--- src/rtl/mem_port_arbiter_pkg.sv ---
// mem_port_arbiter_pkg: shared state encoding, owner ids and default widths
package mem_port_arbiter_pkg;
  typedef enum logic [1:0] {IDLE = 2'd0, ISSUE = 2'd1, WAIT = 2'd2, DONE = 2'd3} state_t;
  localparam logic OWNER_CPU = 1'b0;
  localparam logic OWNER_LD = 1'b1;
  localparam int DEF_W = 16;
endpackage

--- src/rtl/mem_port_arbiter_rr_pick2.sv ---
// rr_pick2: combinational winner selection between cpu and loader
module rr_pick2 #(
  parameter int CNT_W = 4,
  parameter int MAX_BURST = 8
) (
  input  logic             cpu_req,
  input  logic             ld_req,
  input  logic             owner,
  input  logic             ld_lock,
  input  logic [CNT_W-1:0] burst_cnt,
  output logic             grant_valid,
  output logic             grant_id
);
  // a lone requester wins; on a tie the loader keeps a locked burst, else round-robin
  always_comb begin
    grant_valid = cpu_req | ld_req;
    grant_id = (cpu_req & ld_req) ? ((owner & ld_lock & (burst_cnt < CNT_W'(MAX_BURST))) | ~owner) : ld_req;
  end
endmodule

--- src/rtl/mem_port_arbiter.sv ---
// mem_port_arbiter: shares one memory port between cpu and loader, one transaction at a time
module mem_port_arbiter
  import mem_port_arbiter_pkg::*;
#(
  parameter int DATA_W = DEF_W,
  parameter int ADDR_W = DEF_W,
  parameter int READ_LAT = 1,
  parameter int MAX_BURST = 8
) (
  input  logic              clock,
  input  logic              rst,
  input  logic              cpu_req,
  input  logic              cpu_we,
  input  logic [ADDR_W-1:0] cpu_addr,
  input  logic [DATA_W-1:0] cpu_wdata,
  output logic              cpu_ack,
  output logic [DATA_W-1:0] cpu_rdata,
  output logic              cpu_stall,
  input  logic              ld_req,
  input  logic              ld_we,
  input  logic              ld_lock,
  input  logic [ADDR_W-1:0] ld_addr,
  input  logic [DATA_W-1:0] ld_wdata,
  output logic              ld_ack,
  output logic [DATA_W-1:0] ld_rdata,
  output logic [ADDR_W-1:0] mem_addr,
  output logic [DATA_W-1:0] mem_wdata,
  output logic              mem_write,
  output logic              mem_read,
  input  logic [DATA_W-1:0] mem_rdata,
  output logic              busy,
  output logic              owner
);
  localparam int BW = $clog2(MAX_BURST + 1);
  localparam int LW = READ_LAT > 1 ? $clog2(READ_LAT) : 1;
  state_t state;
  logic we_q;
  logic [BW-1:0] burst_cnt;
  logic [LW-1:0] lat_cnt;
  logic grant_valid, grant_id, sel_we;
  rr_pick2 #(.CNT_W(BW), .MAX_BURST(MAX_BURST)) u_pick (
    .cpu_req(cpu_req),
    .ld_req(ld_req),
    .owner(owner),
    .ld_lock(ld_lock),
    .burst_cnt(burst_cnt),
    .grant_valid(grant_valid),
    .grant_id(grant_id)
  );
  assign sel_we = grant_id ? ld_we : cpu_we;
  assign cpu_stall = cpu_req & ~cpu_ack;
  // transaction fsm: latch winner, strobe once, wait out the read latency, ack
  always_ff @(posedge clock) begin
    if (rst) begin
      state <= IDLE;
      owner <= OWNER_LD;
      burst_cnt <= '0;
      lat_cnt <= '0;
      we_q <= 1'b0;
      mem_addr <= '0;
      mem_wdata <= '0;
      mem_read <= 1'b0;
      mem_write <= 1'b0;
      cpu_ack <= 1'b0;
      ld_ack <= 1'b0;
      cpu_rdata <= '0;
      ld_rdata <= '0;
      busy <= 1'b0;
    end else begin
      mem_read <= 1'b0;
      mem_write <= 1'b0;
      cpu_ack <= 1'b0;
      ld_ack <= 1'b0;
      if (!ld_lock) burst_cnt <= '0;
      case (state)
        IDLE: if (grant_valid) begin
          state <= ISSUE;
          busy <= 1'b1;
          owner <= grant_id;
          we_q <= sel_we;
          mem_addr <= grant_id ? ld_addr : cpu_addr;
          mem_wdata <= grant_id ? ld_wdata : cpu_wdata;
          mem_read <= ~sel_we;
          mem_write <= sel_we;
          burst_cnt <= (!ld_lock || !grant_id) ? '0 : burst_cnt + BW'(burst_cnt < BW'(MAX_BURST));
        end
        ISSUE: begin
          state <= WAIT;
          lat_cnt <= LW'(READ_LAT - 1);
        end
        WAIT: if (lat_cnt == '0) begin
          state <= DONE;
          cpu_ack <= ~owner;
          ld_ack <= owner;
          if (owner) ld_rdata <= mem_rdata;
          else cpu_rdata <= mem_rdata;
        end else lat_cnt <= lat_cnt - 1'b1;
        DONE: begin
          state <= IDLE;
          busy <= 1'b0;
        end
        default: state <= IDLE;
      endcase
    end
  end
endmodule

--- config.mk ---
export PLATFORM = sky130hd
export DESIGN_NAME = mem_port_arbiter
export DESIGN_NICKNAME = d
export VERILOG_FILES = /design/src/rtl/mem_port_arbiter_pkg.sv /design/src/rtl/mem_port_arbiter_rr_pick2.sv /design/src/rtl/mem_port_arbiter.sv
export SDC_FILE = /design/constraint.sdc
export NUM_CORES = 1
export LEC_CHECK = 0
export CAP_MARGIN = 15
export CORE_UTILIZATION = 55
export CTS_BUF_LIST = sky130_fd_sc_hd__clkbuf_4 sky130_fd_sc_hd__clkbuf_8
export CTS_CLUSTER_DIAMETER = 30
export DETAILED_ROUTE_END_ITERATION = 6
export DONT_BUFFER_PORTS = 1
export HOLD_SLACK_MARGIN = 0.05
export PLACE_DENSITY = 0.82
export SYNTH_ARGS = -nofsm -noshare
export SYNTH_HDL_FRONTEND = slang
export SYNTH_SLANG_ARGS = --single-unit
--- constraint.sdc ---
create_clock -name clock -period 1.6 [get_ports clock]
set_input_delay 0.32 -clock clock [delete_from_list [all_inputs] [get_ports clock]]
set_output_delay 0.32 -clock clock [all_outputs]
set_load 0.01 [all_outputs]
==> results.yml <==
synth:
  yosysMostFrequentCell: "dfxtp_1"
  synth_area_leaders: "dfxtp_1, nor4_2, nand2_1"
  syn_area_mm2: 0.00340
  syn_inst: 386
  ys.flop_type: "dfxtp_1"
  post-synth-top-area-cell: "dfxtp_1"
  ys_async_sr_fraction_pct: 0
  synth_nets: 478
  yosysWarnings: 0
  syn_avg_cell_area_um2: 8.81
  ys_seq_area_share_pct: 44.7
  yosys-top-cells-count: "dfxtp_1, nand2_1, nor3_1, nor2_1, a21oi_1"
  synth_edf_count: 0
  ys_ff_latch: 76
  synth_top_area_share_pct: 44.7
  synthDistinctLibCells: 33
sta:
  finalHoldViolCount: 0
  tns_ns: 0
  tightest_slew_ns: 0.330
  slew_headroom_pct: 77.9
  slew_violations: 0
  rsz0062_at_grt: "no"
  fmax_mhz: 666
  finClkSkew_ns: 0.00857
  min_period_ns: 1.50
  post-route-period-util_pct: 93.8
  setup_viol: 0
clock_tree:
  cts_buffer_depth: 2
  cts_root_buf: "clkbuf_8"
  clk_pin_slew_worst_paths_ns: 0.08
  ctsHtreeMaxLevel: 3
  clock-sinks: 76
  cts_made_buffers: 9
  clock_latency_ns: 0.34
  post-cts-setup-buffer-count: 0
  cts_tree: "done"
min_path:
  hp-class: "in2reg"
  min_from: "rst"
floorplan:
  dieHeight_um: 80.6
  io-pin-count: 158
  die-width_um: 80.6
  start_util_pct: 57.1
  core_area_mm2: 0.00596
  die_area_mm2: 0.00650
  std_cell_rows: 28
grt:
  grtUsageTotal_pct: 22.3
  grt_pass1_vias: 2414
  antenna_found_initial: 0
  grt_max_degree: 74
  grt_pass1_wl_um: 11100
  grt.overflow.total: 0
drt:
  drtIter0Drc: 53
  wl_per_cell_um: 16.8
  remaining_drc_errors: 0
  routed_wl_um: 7660
  routed_via_density: 5.91
  vias: 2691
  ant_nets: 0
  dr.pass1.iters: 4
critical_path:
  required_ns: 1.83
  path_buf_inv: 1
  slowest_delay_ns: 0.40
  cp-startpoint: "burst_cnt[3]"
  reg2reg_from: "burst_cnt[3]"
  cp_max_fo: 24
  end_kind: "register"
  crit_family: "simple AND/OR/NAND/NOR gates"
  crit_type: "reg2reg"
  cp.arrival_ns: 1.74
  crit_chain: "nor2b_2, o21ai_4, buf_4, nor3_1, nor4_2"
  start_kind: "register"
  cpMaxStageDelayCell: "dfxtp_1"
job:
  drv_cap: 0
placement:
  dp_hpwl_um: 5100
  portBuffers: 0
  gp_congestion: 0.776
  dpl_cell_area_mm2: 0.00342
finish:
  syn_to_final_growth_pct: 7.47
  drive_gt1_share_pct: 22.9
  final_area_mm2: 0.00365
  nets: 467
  num_antenna_cells: 0
pwr:
  power.leakage_nw: 1.21
  power.density_mw_per_mm2: 1820
  ir_drop_mv: 0.938
status:
  status: "finished clean"
path summary, 6_finish.rpt:
check            endpoint  slack [ns]  depth (start not counted)
min reg2reg  burst_cnt[0]        0.47                          2
min          ld_rdata[12]        0.04                          1
max reg2reg  mem_wdata[8]         0.1                          5
max          mem_wdata[8]         0.1                          5
stage by stage:
stage / std cells / util, % / worst slack, ns / hold slack, ns / power [mW]
3_3_place_gp: 438 / 57.4 / 0.144 / 0.395 / 5.01
2_1_floorplan: 386 / - / 0.139 / 0.436 / 4.66
3_5_place_dp: 438 / 57.4 / 0.0386 / 0.396 / 5.12
4_1_cts: 454 / 60.7 / 0.00545 / 0.0232 / 6.53
5_1_grt: 455 / 61.4 / 0.00173 / 0.0162 / 7.07
6_report: 455 / 61.4 / 0.0984 / 0.0415 / 6.64
power breakdown:
part / switching, mW / total (mW) / internal (mW)
Clock: 0.668 / 1.42 / 0.748
Sequential: 0.525 / 2.90 / 2.37
Combinational: 1.39 / 2.33 / 0.934
registers in the layout, indices dropped and copies added (netlist names):
name and flops:
cpu_rdata 16, ld_rdata 16, mem_addr 16, mem_wdata 16, burst_cnt 4, state 2
busy 1, cpu_ack 1, ld_ack 1, mem_read 1, mem_write 1, owner 1
layout by cell type (no fill, tap or decap), types with 4 or more instances in the layout:
master,Yosys,layout
a21oi_1,35,35
buf_4,3,8
clkbuf_8,0,9
dfxtp_1,76,76
ha_1,5,4
nand2_1,70,70
nand3_1,4,4
nor2_1,38,38
nor3_1,46,46
nor3_2,20,20
nor4_2,30,30
worst reg2reg max path: cells and delay by family, from the launching register on:
| family | cells | cell delay, ns |
|---|---|---|
| AOI/OAI and AO/OA | 1 | 0.23 |
| buffers and inverters | 1 | 0.33 |
| DFF | 1 | 0.40 |
| and+or+nand+nor | 3 | 0.44 |
area by class of cell:
type,instances,area (µm²)
fill,508,2300
multi-input combinational,272,1680
sequential,76,1520
timing repair buffer,13,156
clock buffer,11,139
tap,75,93.8
clock inverter,5,52.6
inverter,3,11.3
layer usage:
layer	global-route usage, %	wire length [µm]
met1	23.4	2950
met3	9.32	899
met4	10.0	106
met5	0	0
met2	38.6	3700
cells by family (layout without fill, tap and decap cells):
logic type / after synthesis / after routing / synth area share [%]
AOI/OAI and AO/OA: 43 / 43 / 7.43
DFF: 76 / 76 / 44.7
adders and majority gates: 5 / 5 / 1.84
muxes: 2 / 2 / 0.589
and+or+nand+nor: 222 / 222 / 39.1
buffers and inverters: 38 / 32 / 6.29
timing repair:
item | CTS | global route
endpoints found under the setup margin | 0 | 26
endpoints found under the hold margin | 68 | 69
resized for setup | 0 | 4
Power figures use the tool's default switching activity.
==> RTL change 1: new RTL, same flow settings <==
`MAX_BURST` is set to 8 in 2 places; all go to 16.
--- a/src/rtl/mem_port_arbiter_rr_pick2.sv
+++ b/src/rtl/mem_port_arbiter_rr_pick2.sv
@@ -1,7 +1,7 @@
 // rr_pick2: combinational winner selection between cpu and loader
 module rr_pick2 #(
   parameter int CNT_W = 4,
-  parameter int MAX_BURST = 8
+  parameter int MAX_BURST = 16
 ) (
   input  logic             cpu_req,
   input  logic             ld_req,
--- a/src/rtl/mem_port_arbiter.sv
+++ b/src/rtl/mem_port_arbiter.sv
@@ -5,7 +5,7 @@
   parameter int DATA_W = DEF_W,
   parameter int ADDR_W = DEF_W,
   parameter int READ_LAT = 1,
-  parameter int MAX_BURST = 8
+  parameter int MAX_BURST = 16
 ) (
   input  logic              clock,
   input  logic              rst,
Behaviour: same outputs for any inputs over 10 cycles, from zero or initial values and one cycle with rst high; that may be too few to reach the edited logic, so the function may still have changed.
==> RTL change 1 against the unedited design <==
Final area is 3.1% lower. Synthesized cell count is 1.8% higher. Non-clock buffer count is 6 higher. Sequential cell count is 1 higher. Worst setup slack worse by 0.0065 ns. Routed wire length is 6.2% higher. Synthesized area is 8.8% lower. Sequential share of layout area is 2.0 points higher. Power is 0.10% lower. Critical endpoint is now mem_wdata[4].
==> RTL change 1: results (changes against the unedited design) <==
| Metric | Value |
|---|---|
| Placed cell count | `441 (+0.68%)` |
| Synth top cells by count | `dfxtp_1, nand2_1, nor3_1` |
| Vias in the first global route | `2557 (+5.9%)` |
| DRT Pass-1 Iters | `4 (unchanged)` |
| Cells on worst reg2reg path | `6 (+1)` |
| Top cells by area, synth | `dfxtp_1, nor3_1, nand2_1, nor4_1, a21oi_1` |
| Psw | `2.53 mW (-2.2%)` |
| Status | `finished, final reports clean` |
| Fillers | `426 (-16%)` |
| DP Worst Slack | `0.0165 ns (-0.0222 ns)` |
| Synth Instances | `393 (+1.8%)` |
| Placed wire-length estimate | `4930 um (-3.3%)` |
| Final Skew | `0.00534 ns (-0.00323 ns)` |
| Synth Area in Adders | `2.02% (+0.18 points)` |
| Total global routing track utilization | `24.7% (+2.3 points)` |
| Reg power frac | `44.2% (+0.6 points)` |
| Final Cycle Share | `94.3% (+0.40 points)` |
| Final net count | `481 (+3.0%)` |
| Final Wtd Congestion | `0.828 (+6.7%)` |
| Layout cells sized above 1 | `10.4% (-12 points)` |
| CP delay by family, top | `flip-flops` |
| Worst path max stage delay | `0.35 ns (-0.05 ns)` |
| Slew margin rel. | `36.6% (-41 points)` |
| Slowest cell on the critical path | `dfxtp_2` |
| Compound-Gate Fraction of Synth Area | `7.99% (+0.56 points)` |
| DR WL/cell | `17.5 um (+4.2%)` |
| Worst R2R End | `mem_wdata[4]` |
| Worst EP arrival | `1.76 ns (+0.02 ns)` |
| Netlist cell types | `29 (-12%)` |
| CP Max Fanout | `18 (-25%)` |
| Initial antenna violation count | `0 (unchanged)` |
| Leakage | `1.25 nW (+3.3%)` |
| Vias per cell | `6.10 (+3.1%)` |
| Cell Count, Final, Fillers Out | `464 (+2.0%)` |
| Area added between synthesis and finish | `14.2%` |
| Post-synthesis mux area share | `0.646% (+0.057 points)` |
| RR Startpoint | `state[0]` |
| CTS Root Cell | `clkbuf_8` |
| Global-route wire length before repair | `11600 um (+5.2%)` |
| DRT iter0 DRCs | `98 (+85%)` |
| Hold Path End | `mem_addr[4]` |
| Port buffer count | `0 (unchanged)` |
| Sequential fraction of the synthesis area | `49.7% (+5.0 points)` |
| Worst-case vdd ir drop | `1020 uV (+9.2%)` |
## RTL change 1: changes by cell type after synthesis, moves of 4 or more
cell / before / now
nor4_1: 2 / 32
nor4_2: 30 / 0
nor3_1: 46 / 68
nor3_2: 20 / 0
buf_6: 6 / 1
buf_2: 11 / 15
## RTL change 1: cell type report
cell class	instances	area share [%]
Clock buffer	13	5.05
Clock inverter	3	0.495
Inverter	3	0.318
Multi-Input combinational cell	279	39.8
Sequential cell	77	43.6
Tap cell	70	2.47
Timing Repair Buffer	19	8.27
## RTL change 1: how the worst max path moves through the flow
stage	start	end	cells after the start
after global routing	state[0]	mem_wdata[8]	6
after CTS	state[1]	mem_wdata[1]	6
after detailed placement	state[1]	mem_wdata[1]	6
final	state[0]	mem_wdata[4]	6
after global placement	state[0]	state[1]	5
after floorplan	state[0]	owner	6
## RTL change 1: layer usage
layer	vias up	GRT usage, %	part of all wire (%)
met5	-	0	0
met4	0	12.5	2.3
met3	18	7.50	10
met2	170	42.5	48
met1	1294	27.3	39
li1	1347	-	-
==> RTL change 2: new RTL, config.mk and constraints unchanged <==
Without the edit above. The 4 states of `state_t` get a one-hot encoding in 4 bits.
--- a/src/rtl/mem_port_arbiter_pkg.sv
+++ b/src/rtl/mem_port_arbiter_pkg.sv
@@ -1,6 +1,6 @@
 // mem_port_arbiter_pkg: shared state encoding, owner ids and default widths
 package mem_port_arbiter_pkg;
-  typedef enum logic [1:0] {IDLE = 2'd0, ISSUE = 2'd1, WAIT = 2'd2, DONE = 2'd3} state_t;
+  typedef enum logic [3:0] {IDLE = 4'b0001, ISSUE = 4'b0010, WAIT = 4'b0100, DONE = 4'b1000} state_t;
   localparam logic OWNER_CPU = 1'b0;
   localparam logic OWNER_LD = 1'b1;
   localparam int DEF_W = 16;
Check against the original RTL: same outputs for any inputs over 4 cycles, from zero or initial values and one cycle with rst high; so few cycles prove little.
==> RTL change 2 against the unedited design <==
The flow now finishes with violations (setup timing). Sequential cell count rose by 2. Final area increased by 9.6%. Synthesized area decreased by 10%. Global-route usage up 6.1 points. Sequential share of layout area shrank 2.5 points. Cell count is 3.5% higher. Worst setup slack lost 0.29 ns. Routed wire length up 17%.
Power is not compared: it rests on default switching activity, and its combinational part moved more than twofold at a synthesized area within 25%.
==> RTL change 2: results (changes against the unedited design) <==
| Metric | Value |
|---|---|
| Synth Instances | `384 (-0.52%)` |
| Setup violations, final | `39 (+39)` |
| Top cells by area, synth | `dfxtp_1, nand2_1, a21oi_1, a211oi_1, nor2_1` |
| Layout cells sized above 1 | `32.2% (+9.3 points)` |
| Final Skew | `0.00812 ns (-0.000452 ns)` |
| Sw Share | `28.3%` |
| Total of warnings raised by yosys | `0 (unchanged)` |
| Netlist cell types | `28 (-15%)` |
| H-Tree Depth | `3 (unchanged)` |
| Failing checks | `setup timing` |
| CTS clk-pin slew, worst paths | `0.07 ns` |
| Worst-Skew Late Latency | `0.34 ns (about the same)` |
| DRT Pass-1 Iters | `5 (+1)` |
| CP Max Fanout | `14 (-42%)` |
| Max Root-Sink Buffers | `2 (unchanged)` |
| Status | `finished, violations left` |
| Sequential fraction of the synthesis area | `51.3% (+6.6 points)` |
| Sum of negative setup slack | `-3.20 ns (-3.20 ns)` |
| Final net count | `486 (+4.1%)` |
| Placed wire-length estimate | `4870 um (-4.5%)` |
| Largest net degree at the start of global routing | `41 (-45%)` |
| Worst-case vdd ir drop | `662 uV` |
| Worst EP arrival | `1.98 ns (+0.24 ns)` |
| Final Wtd Congestion | `0.802 (+3.3%)` |
| DR WL/cell | `19.0 um (+13%)` |
| Ys flop type | `dfxtp_1` |
| N_diodes | `0 (unchanged)` |
| Placed cell count | `442 (+0.91%)` |
| Worst R2R End | `mem_addr[1]` |
| Cells on worst reg2reg path | `5 (unchanged)` |
| Leakage | `1.44 nW` |
| CTS Buf Count | `9 (unchanged)` |
| CTS Root Cell | `clkbuf_8` |
| Type of the worst min-delay path | `input pin to register` |
| Cell Count, Final, Fillers Out | `471 (+3.5%)` |
| Critical path launch point | `state[3]` |
| Placement-stage cell area | `3210 um^2 (-6.0%)` |
| Port buffer count | `0 (unchanged)` |
| DRT iter0 DRCs | `73 (+38%)` |
| Initial antenna violation count | `0 (unchanged)` |
| Vias in the first global route | `2691 (+11%)` |
| Slew @ Worst Pin | `0.854 ns (+0.524 ns)` |
| Fillers | `326 (-36%)` |
| Post-synth ARST share | `0% (unchanged)` |
| Total global routing track utilization | `28.4% (+6.1 points)` |
| Vias per cell | `6.11 (+3.4%)` |
| Synth top cells by count | `nand2_1, dfxtp_1, a21oi_1` |
| Nature of the critical path startpoint | `register` |
| Final worst slack | `-0.196 ns (-0.294 ns)` |
| Global-route wire length before repair | `12700 um (+15%)` |
| Critical path class | `register to register` |
-- RTL change 2: cell count changes after synthesis, sizes merged, moves of 10 or more --
cell,before,now
nor3,66,1
a211oi,1,32
clkbuf,14,24
buf,21,6
nand2,71,100
nor4,32,0
a21oi,35,65
-- RTL change 2: per-layer routing --
metal / part of all wire [%] / routed length, um / track usage, % / up-vias
li1: - / - / - / 1326
met1: 38 / 3450 / 30.7 / 1351
met2: 49 / 4420 / 48.5 / 181
met3: 9.7 / 873 / 9.34 / 22
met4: 2.5 / 223 / 16.3 / 0
met5: 0 / 0 / 0 / -
-- RTL change 2: cell type report --
cell class | count | area, um^2 | area share [%]
clock buffer | 11 | 151 | 3.78
clock inverter | 4 | 70.1 | 1.75
inverter | 3 | 11.3 | 0.281
multi-input combinational | 273 | 1720 | 42.9
sequential | 78 | 1570 | 39.1
tap | 70 | 87.6 | 2.19
timing repair buffer | 32 | 402 | 10.0
-- RTL change 2: cells by family after synthesis --
kind of cell	after synthesis	share of synthesized area, %
simple gates	162	21.7
xor+xnor	1	0.288
compound gates	107	21.2
fa+ha+maj	2	0.822
mux	1	0.329
buf+inv	33	4.32
flops	78	51.3
-- RTL change 2: worst min-delay path by stage --
stage / startpoint / to / slack (ns) / cells after the start
floorplan: mem_rdata[0] / cpu_rdata[0] / 0.46 / 2
global placement: rst / cpu_rdata[14] / 0.39 / 1
detailed placement: rst / ld_rdata[14] / 0.40 / 1
CTS: rst / mem_wdata[3] / 0.05 / 1
global route: rst / owner / 0.07 / 1
finish: rst / owner / 0.08 / 1
-- RTL change 2: worst max-delay path: stages, from the launching register on --
cell and delay, ns:
dfxtp_2 0.32, or4b_4 0.55, or2_4 0.29, buf_12 0.16, a21oi_1 0.20, a211oi_2 0.11
-- RTL change 2: what timing repair did --
action	4_1_cts	5_1_grt
cloned	4	1
buffers inserted	0	4
hold buffers	4	1
pin swaps	36	23
resized for setup	32	79
hold endpoints to repair	40	14
setup endpoints to repair	53	57
-- RTL change 2: power by group through the flow --
stage | Clock (mW) | Combinational, mW | Sequential [mW]
after global routing | 1.74 | 0.994 | 2.28
after floorplan | 0 | 0.445 | 2.27
after CTS | 1.64 | 0.683 | 2.26
final | 1.63 | 0.926 | 2.27
after detailed placement | 0 | 0.550 | 2.29
after global placement | 0 | 0.525 | 2.29
-- RTL change 2: stage by stage --
stage | setup slack, ns | utilization, %
floorplan | -0.0832 | -
global placement | -0.0654 | 61.8
detailed placement | -0.103 | 61.8
CTS | -0.0908 | 69.5
global route | -0.216 | 77.0
finish | -0.196 | 77.0
